--- src/rtl/mul_share_sched_if.sv ---
// Handshake bundle between two requesters, the scheduler and the shared multiplier.
// MUL_SCHED_MAC_EN adds the per-requester accumulator clear inputs.
`timescale 1ns/1ps
interface mul_share_sched_if #(
    parameter int WIDTH = 16
);
    logic               req0_valid;
    logic               req0_ready;
    logic [WIDTH-1:0]   req0_a;
    logic [WIDTH-1:0]   req0_b;
    logic               rsp0_valid;
    logic               rsp0_ready;
    logic [2*WIDTH-1:0] rsp0_c;

    logic               req1_valid;
    logic               req1_ready;
    logic [WIDTH-1:0]   req1_a;
    logic [WIDTH-1:0]   req1_b;
    logic               rsp1_valid;
    logic               rsp1_ready;
    logic [2*WIDTH-1:0] rsp1_c;

    logic [WIDTH-1:0]   mul_a;
    logic [WIDTH-1:0]   mul_b;
    logic [2*WIDTH-1:0] mul_c;
    logic               busy;
`ifdef MUL_SCHED_MAC_EN
    logic               req0_clr;
    logic               req1_clr;
`endif

    modport master (
`ifdef MUL_SCHED_MAC_EN
        output req0_clr, req1_clr,
`endif
        output req0_valid, req0_a, req0_b, rsp0_ready,
        output req1_valid, req1_a, req1_b, rsp1_ready,
        output mul_c,
        input  req0_ready, rsp0_valid, rsp0_c,
        input  req1_ready, rsp1_valid, rsp1_c,
        input  mul_a, mul_b, busy
    );

    modport slave (
`ifdef MUL_SCHED_MAC_EN
        input  req0_clr, req1_clr,
`endif
        input  req0_valid, req0_a, req0_b, rsp0_ready,
        input  req1_valid, req1_a, req1_b, rsp1_ready,
        input  mul_c,
        output req0_ready, rsp0_valid, rsp0_c,
        output req1_ready, rsp1_valid, rsp1_c,
        output mul_a, mul_b, busy
    );
endinterface

--- src/rtl/mul_share_sched.sv ---
// Round-robin time-sharing of one external multiplier between two requesters.
// Optional MUL_SCHED_MAC_EN turns each requester's channel into a multiply-accumulate.
`timescale 1ns/1ps
module mul_share_sched #(
    parameter int WIDTH  = 16,
    parameter int SETTLE = 2
) (
    input  logic             clk,
    input  logic             rst,
    mul_share_sched_if.slave bus
);
    typedef enum logic [1:0] {
        IDLE = 2'd0,
        WAIT = 2'd1,
        RESP = 2'd2
    } state_t;

    state_t             state;
    state_t             state_nx;
    logic [WIDTH-1:0]   op_a;
    logic [WIDTH-1:0]   op_b;
    logic [2*WIDTH-1:0] result;
    logic [2*WIDTH-1:0] cap;
    logic [3:0]         cnt;
    logic               gid;
    logic               last;
    logic               grant;
    logic               accept;
    logic               rsp_done;
    logic               settled;

`ifdef MUL_SCHED_MAC_EN
    logic               clr_q;
    logic [2*WIDTH-1:0] acc0;
    logic [2*WIDTH-1:0] acc1;
`endif

    // Tie goes to whoever was not served last; reset gates ready low.
    assign grant    = bus.req1_valid & (~bus.req0_valid | ~last);
    assign accept   = (state == IDLE) & ~rst
                    & (bus.req0_valid | bus.req1_valid);
    assign settled  = (state == WAIT) & (cnt == 4'd0);
    assign rsp_done = (state == RESP)
                    & (gid ? bus.rsp1_ready : bus.rsp0_ready);

    always_comb begin
        cap = bus.mul_c;
`ifdef MUL_SCHED_MAC_EN
        if (!clr_q)
            cap = (gid ? acc1 : acc0) + bus.mul_c;
`endif
    end

    always_comb begin
        state_nx = state;
        unique case (state)
            IDLE:    if (accept)   state_nx = WAIT;
            WAIT:    if (settled)  state_nx = RESP;
            RESP:    if (rsp_done) state_nx = IDLE;
            default: state_nx = IDLE;
        endcase
    end

    always_ff @(posedge clk or posedge rst) begin
        if (rst)
            state <= IDLE;
        else
            state <= state_nx;
    end

    always_ff @(posedge clk or posedge rst) begin
        if (rst) begin
            op_a   <= '0;
            op_b   <= '0;
            result <= '0;
            cnt    <= '0;
            gid    <= 1'b0;
            last   <= 1'b1;
        end else begin
            if (accept) begin
                op_a <= grant ? bus.req1_a : bus.req0_a;
                op_b <= grant ? bus.req1_b : bus.req0_b;
                gid  <= grant;
                cnt  <= 4'(SETTLE - 1);
            end else if (state == WAIT && cnt != 4'd0) begin
                cnt <= cnt - 4'd1;
            end
            if (settled)
                result <= cap;
            if (rsp_done)
                last <= gid;
        end
    end

`ifdef MUL_SCHED_MAC_EN
    always_ff @(posedge clk or posedge rst) begin
        if (rst) begin
            clr_q <= 1'b0;
            acc0  <= '0;
            acc1  <= '0;
        end else begin
            if (accept)
                clr_q <= grant ? bus.req1_clr : bus.req0_clr;
            if (rsp_done && !gid)
                acc0 <= result;
            if (rsp_done && gid)
                acc1 <= result;
        end
    end
`endif

    assign bus.req0_ready = accept & ~grant;
    assign bus.req1_ready = accept & grant;
    assign bus.rsp0_valid = (state == RESP) & ~gid;
    assign bus.rsp1_valid = (state == RESP) & gid;
    assign bus.rsp0_c     = result;
    assign bus.rsp1_c     = result;
    assign bus.mul_a      = op_a;
    assign bus.mul_b      = op_b;
    assign bus.busy       = (state != IDLE);

endmodule

--- src/flat_wrapper.sv ---
// flat-port wrapper written by rule: the top's interface ports become plain ports
module mul_share_sched_flat 
#(
    parameter int WIDTH  = 16,
    parameter int SETTLE = 2
)
  (clk, rst, bus_req0_valid, bus_req0_a, bus_req0_b, bus_rsp0_ready, bus_req1_valid, bus_req1_a, bus_req1_b, bus_rsp1_ready, bus_mul_c, bus_req0_ready, bus_rsp0_valid, bus_rsp0_c, bus_req1_ready, bus_rsp1_valid, bus_rsp1_c, bus_mul_a, bus_mul_b, bus_busy);
  mul_share_sched_if #(.WIDTH(WIDTH)) bus_i ();
  input  logic clk;
  input  logic rst;
  input wire logic [$bits(bus_i.req0_valid)-1:0] bus_req0_valid;
  input wire logic [$bits(bus_i.req0_a)-1:0] bus_req0_a;
  input wire logic [$bits(bus_i.req0_b)-1:0] bus_req0_b;
  input wire logic [$bits(bus_i.rsp0_ready)-1:0] bus_rsp0_ready;
  input wire logic [$bits(bus_i.req1_valid)-1:0] bus_req1_valid;
  input wire logic [$bits(bus_i.req1_a)-1:0] bus_req1_a;
  input wire logic [$bits(bus_i.req1_b)-1:0] bus_req1_b;
  input wire logic [$bits(bus_i.rsp1_ready)-1:0] bus_rsp1_ready;
  input wire logic [$bits(bus_i.mul_c)-1:0] bus_mul_c;
  output wire logic [$bits(bus_i.req0_ready)-1:0] bus_req0_ready;
  output wire logic [$bits(bus_i.rsp0_valid)-1:0] bus_rsp0_valid;
  output wire logic [$bits(bus_i.rsp0_c)-1:0] bus_rsp0_c;
  output wire logic [$bits(bus_i.req1_ready)-1:0] bus_req1_ready;
  output wire logic [$bits(bus_i.rsp1_valid)-1:0] bus_rsp1_valid;
  output wire logic [$bits(bus_i.rsp1_c)-1:0] bus_rsp1_c;
  output wire logic [$bits(bus_i.mul_a)-1:0] bus_mul_a;
  output wire logic [$bits(bus_i.mul_b)-1:0] bus_mul_b;
  output wire logic [$bits(bus_i.busy)-1:0] bus_busy;
  assign bus_i.req0_valid = bus_req0_valid;
  assign bus_i.req0_a = bus_req0_a;
  assign bus_i.req0_b = bus_req0_b;
  assign bus_i.rsp0_ready = bus_rsp0_ready;
  assign bus_i.req1_valid = bus_req1_valid;
  assign bus_i.req1_a = bus_req1_a;
  assign bus_i.req1_b = bus_req1_b;
  assign bus_i.rsp1_ready = bus_rsp1_ready;
  assign bus_i.mul_c = bus_mul_c;
  assign bus_req0_ready = bus_i.req0_ready;
  assign bus_rsp0_valid = bus_i.rsp0_valid;
  assign bus_rsp0_c = bus_i.rsp0_c;
  assign bus_req1_ready = bus_i.req1_ready;
  assign bus_rsp1_valid = bus_i.rsp1_valid;
  assign bus_rsp1_c = bus_i.rsp1_c;
  assign bus_mul_a = bus_i.mul_a;
  assign bus_mul_b = bus_i.mul_b;
  assign bus_busy = bus_i.busy;
  mul_share_sched #(.WIDTH(WIDTH), .SETTLE(SETTLE)) u_core (.clk(clk), .rst(rst), .bus(bus_i));
endmodule
--- config.mk ---
export PLATFORM = sky130hd
export DESIGN_NAME = mul_share_sched_flat
export DESIGN_NICKNAME = d
export VERILOG_FILES = /design/src/rtl/mul_share_sched_if.sv /design/src/rtl/mul_share_sched.sv /design/src/flat_wrapper.sv
export SDC_FILE = /design/constraint.sdc
export NUM_CORES = 1
export LEC_CHECK = 0
export BUFFER_PORTS_ARGS = -buffer_cell sky130_fd_sc_hd__buf_4
export CORE_ASPECT_RATIO = 0.5
export CORE_MARGIN = 2
export CORE_UTILIZATION = 40
export CTS_CLUSTER_SIZE = 12
export DETAILED_ROUTE_END_ITERATION = 10
export PLACE_DENSITY_LB_ADDON = 0.08
export SYNTH_ARGS = -nofsm -noshare
export SYNTH_HDL_FRONTEND = slang
export SYNTH_SLANG_ARGS = --single-unit
--- constraint.sdc ---
create_clock -name clk -period 2.05 [get_ports clk]
set_input_delay 0.205 -clock clk [delete_from_list [all_inputs] [get_ports clk]]
set_output_delay 0.205 -clock clk [all_outputs]
set_load 0.1 [all_outputs]
==> flow_summary.yaml <==
synthesis:
  synth_seq_area_share_pct: 51.6
  async_flop_share_pct: 100
  synth_flop_cell: "dfrtp_1"
  syn-cell-area_um2: 3500
  synth_area_per_cell_um2: 13.3
  synth_edf_count: 0
  syn_inst: 263
  yosys_warnings: 0
  ys_seq_elements: 72
  synth_cell_types: 34
  syn-num-nets: 367
worst_setup_path:
  critPathKind: "input port to primary output"
  cpMaxStageDelayCell: "dlygate4sd3_1"
  crit_chain: "dlygate4sd3_1, buf_4, nor3_4, and3_1, buf_4"
  critPathMaxStageDelay_ps: 540
  crit_fanout: 5
  crit_path_end: "bus_req1_ready"
  cp_common_cell: "buf_4"
  startpoint_type: "input port"
  cp-startpoint: "rst"
  rr_worst_depth: 6
  cp_data_required_time_ps: 1850
  arrival_ps: 1680
  rrSetupSlack_ps: 340
  critPathCaptureType: "primary output"
  rr_endpoint: "u_core.bus.rsp0_c[16]"
  r2r_start: "u_core.cnt[0]"
clocking:
  clock-sinks: 72
  cts_tree: "yes"
  post_cts_buffers: 0
  htree_levels: 3
  cts_buffer_depth: 2
  cts-root-buf: "clkbuf_16"
  path_clk_slew_ps: 60
  clk_latency_ps: 320
  cts_made_buffers: 9
  cts_resized: 0
placement:
  hpwl_mm: 6.72
  io_buffers: 202
  gp_congestion: 0.725
routing:
  post-route-drc-count: 0
  postRouteAntennaNets: 0
  finalWirelength_mm: 9.13
  routedWlPerCell_um: 16.3
  drtIter0Drc: 97
  vias: 2745
  drt_pass1_iterations: 4
  viasPerCell: 4.91
finish:
  diodes: 0
  nFillCells: 707
  drive_gt1_share_pct: 60.6
  area_delta_synth_final_pct: 49.6
  fin_nets: 541
die:
  coreArea_um2: 8590
  die_h_um: 70.1
  dieWidth_um: 136
  initial_utilization_pct: 40.7
  rows: 24
  die_area_um2: 9550
  io_pins: 203
sta:
  finClkSkew_ps: 3.11
  hold_viol_final: 0
  post-route-period-util_pct: 91.7
  maxSlewViolCount: 0
  finalCriticalPeriod_ps: 1880
  fmax_mhz: 532
  setup-violations-final: 0
  max-slew-margin-rel_pct: 27.1
  tns_ps: 0
  worst_pin_slew_ps: 1090
  rsz0062_at_grt: "no"
global_routing:
  grt_overflow: 0
  grt_usage_pct: 19.3
  grt_pass1_wl_mm: 14.4
  grt_pass1_vias: 2834
  antenna_found_initial: 0
  grt_max_degree: 39
hold_path:
  min-delay-start: "bus_req1_a[9]"
  hold_class: "input port to register"
run:
  max-cap-violations: 0
run_status:
  status: "completed"
==> routing by layer <==
metal	vias up	part of all wire, %	global-route usage (%)
li1	1281	-	-
met1	1297	43	24.9
met2	142	45	30.3
met3	25	8.1	5.81
met4	0	3.3	8.33
met5	-	0	0
==> kinds of logic after synthesis <==
group	Yosys count	synth area share, %
flip-flops	72	51.6
buffers and inverters	54	11.2
AND/OR/NAND/NOR	26	4.83
multiplexers	33	13.7
AO/OA/AOI/OAI	76	18.0
adder cells (fa/ha/maj)	2	0.715
==> worst min path at each step <==
stage / slack, ps / end / cells after the start
floorplan: 350 / u_core.bus.mul_a[10] / 1
global placement: 290 / u_core.bus.mul_b[10] / 3
detailed placement: 290 / u_core.bus.mul_b[5] / 3
CTS: 90 / u_core.bus.mul_a[4] / 2
global route: 90 / u_core.bus.mul_a[4] / 2
finish: 110 / u_core.bus.mul_a[9] / 2
==> per-stage QoR <==
step	setup slack (ps)	instance area, um2	util (%)	instances	hold WS [ps]
6_report	169	5230	60.9	559	106
5_1_grt	62.3	5230	60.9	559	94.7
4_1_cts	146	5230	60.9	559	90.3
3_5_place_dp	238	4870	56.8	542	289
3_3_place_gp	375	4870	56.8	542	286
2_1_floorplan	21.7	3500	-	263	350
==> layout make-up <==
| class | count | area (um2) | share of cell area [%] |
|---|---|---|---|
| inverter | 4 | 15.0 | 0.287 |
| multi-input combinational | 137 | 1310 | 25.0 |
| timing repair buffer | 213 | 1610 | 30.9 |
| sequential | 72 | 1800 | 34.5 |
| tap | 117 | 146 | 2.80 |
| clock buffer | 9 | 225 | 4.31 |
| clock inverter | 7 | 120 | 2.30 |
==> worst max-delay path: cells and delay by family <==
kind,cells,cell delay (ps)
simple gates,2,460
buf+inv,3,1010
==> cell usage after synthesis (2+ instances only) <==
cell type / number / area (um2)
a21boi_0: 32 / 240
a21oi_1: 4 / 20.0
a221o_1: 32 / 320
and2_1: 2 / 12.5
and3_1: 2 / 12.5
buf_2: 3 / 15.0
buf_4: 35 / 263
buf_6: 7 / 78.8
clkbuf_1: 5 / 18.8
dfrtp_1: 71 / 1780
ha_1: 2 / 25.0
inv_1: 4 / 15.0
mux2_2: 4 / 45.0
mux2_4: 29 / 435
nand2_1: 3 / 11.3
nand2b_1: 2 / 12.5
nor2_1: 3 / 11.3
nor3b_1: 2 / 15.0
o21ai_0: 5 / 25.0
or3_1: 2 / 12.5
==> layout by cell type, fill, tap and decap left out, types with 2 or more instances in the layout <==
cell type,n
a21boi_0,32
a21oi_1,4
a221o_1,32
and2_1,2
and3_1,2
buf_4,211
bufinv_16,3
clkbuf_16,9
clkinv_4,2
dfrtp_1,71
ha_1,2
inv_1,3
mux2_2,4
mux2_4,29
nand2_1,3
nand2b_1,2
nor2_1,2
nor3b_1,2
o21ai_0,5
or3_1,2
==> flip-flops by register name (all words and copies together) (netlist names) <==
signal             cells
u_core.bus.rsp0_c     32
u_core.bus.mul_a      16
u_core.bus.mul_b      16
u_core.cnt             4
u_core.state           2
u_core.gid             1
u_core.last            1
==> timing repair <==
item | in CTS | in global routing
endpoints found under the setup margin | 0 | 0
hold endpoints to repair | 38 | 0
hold buffers | 1 | 0
Power is left out: the tool's default activity adds up to more than one toggle a clock period on the data nets, which glitch-free logic cannot reach.
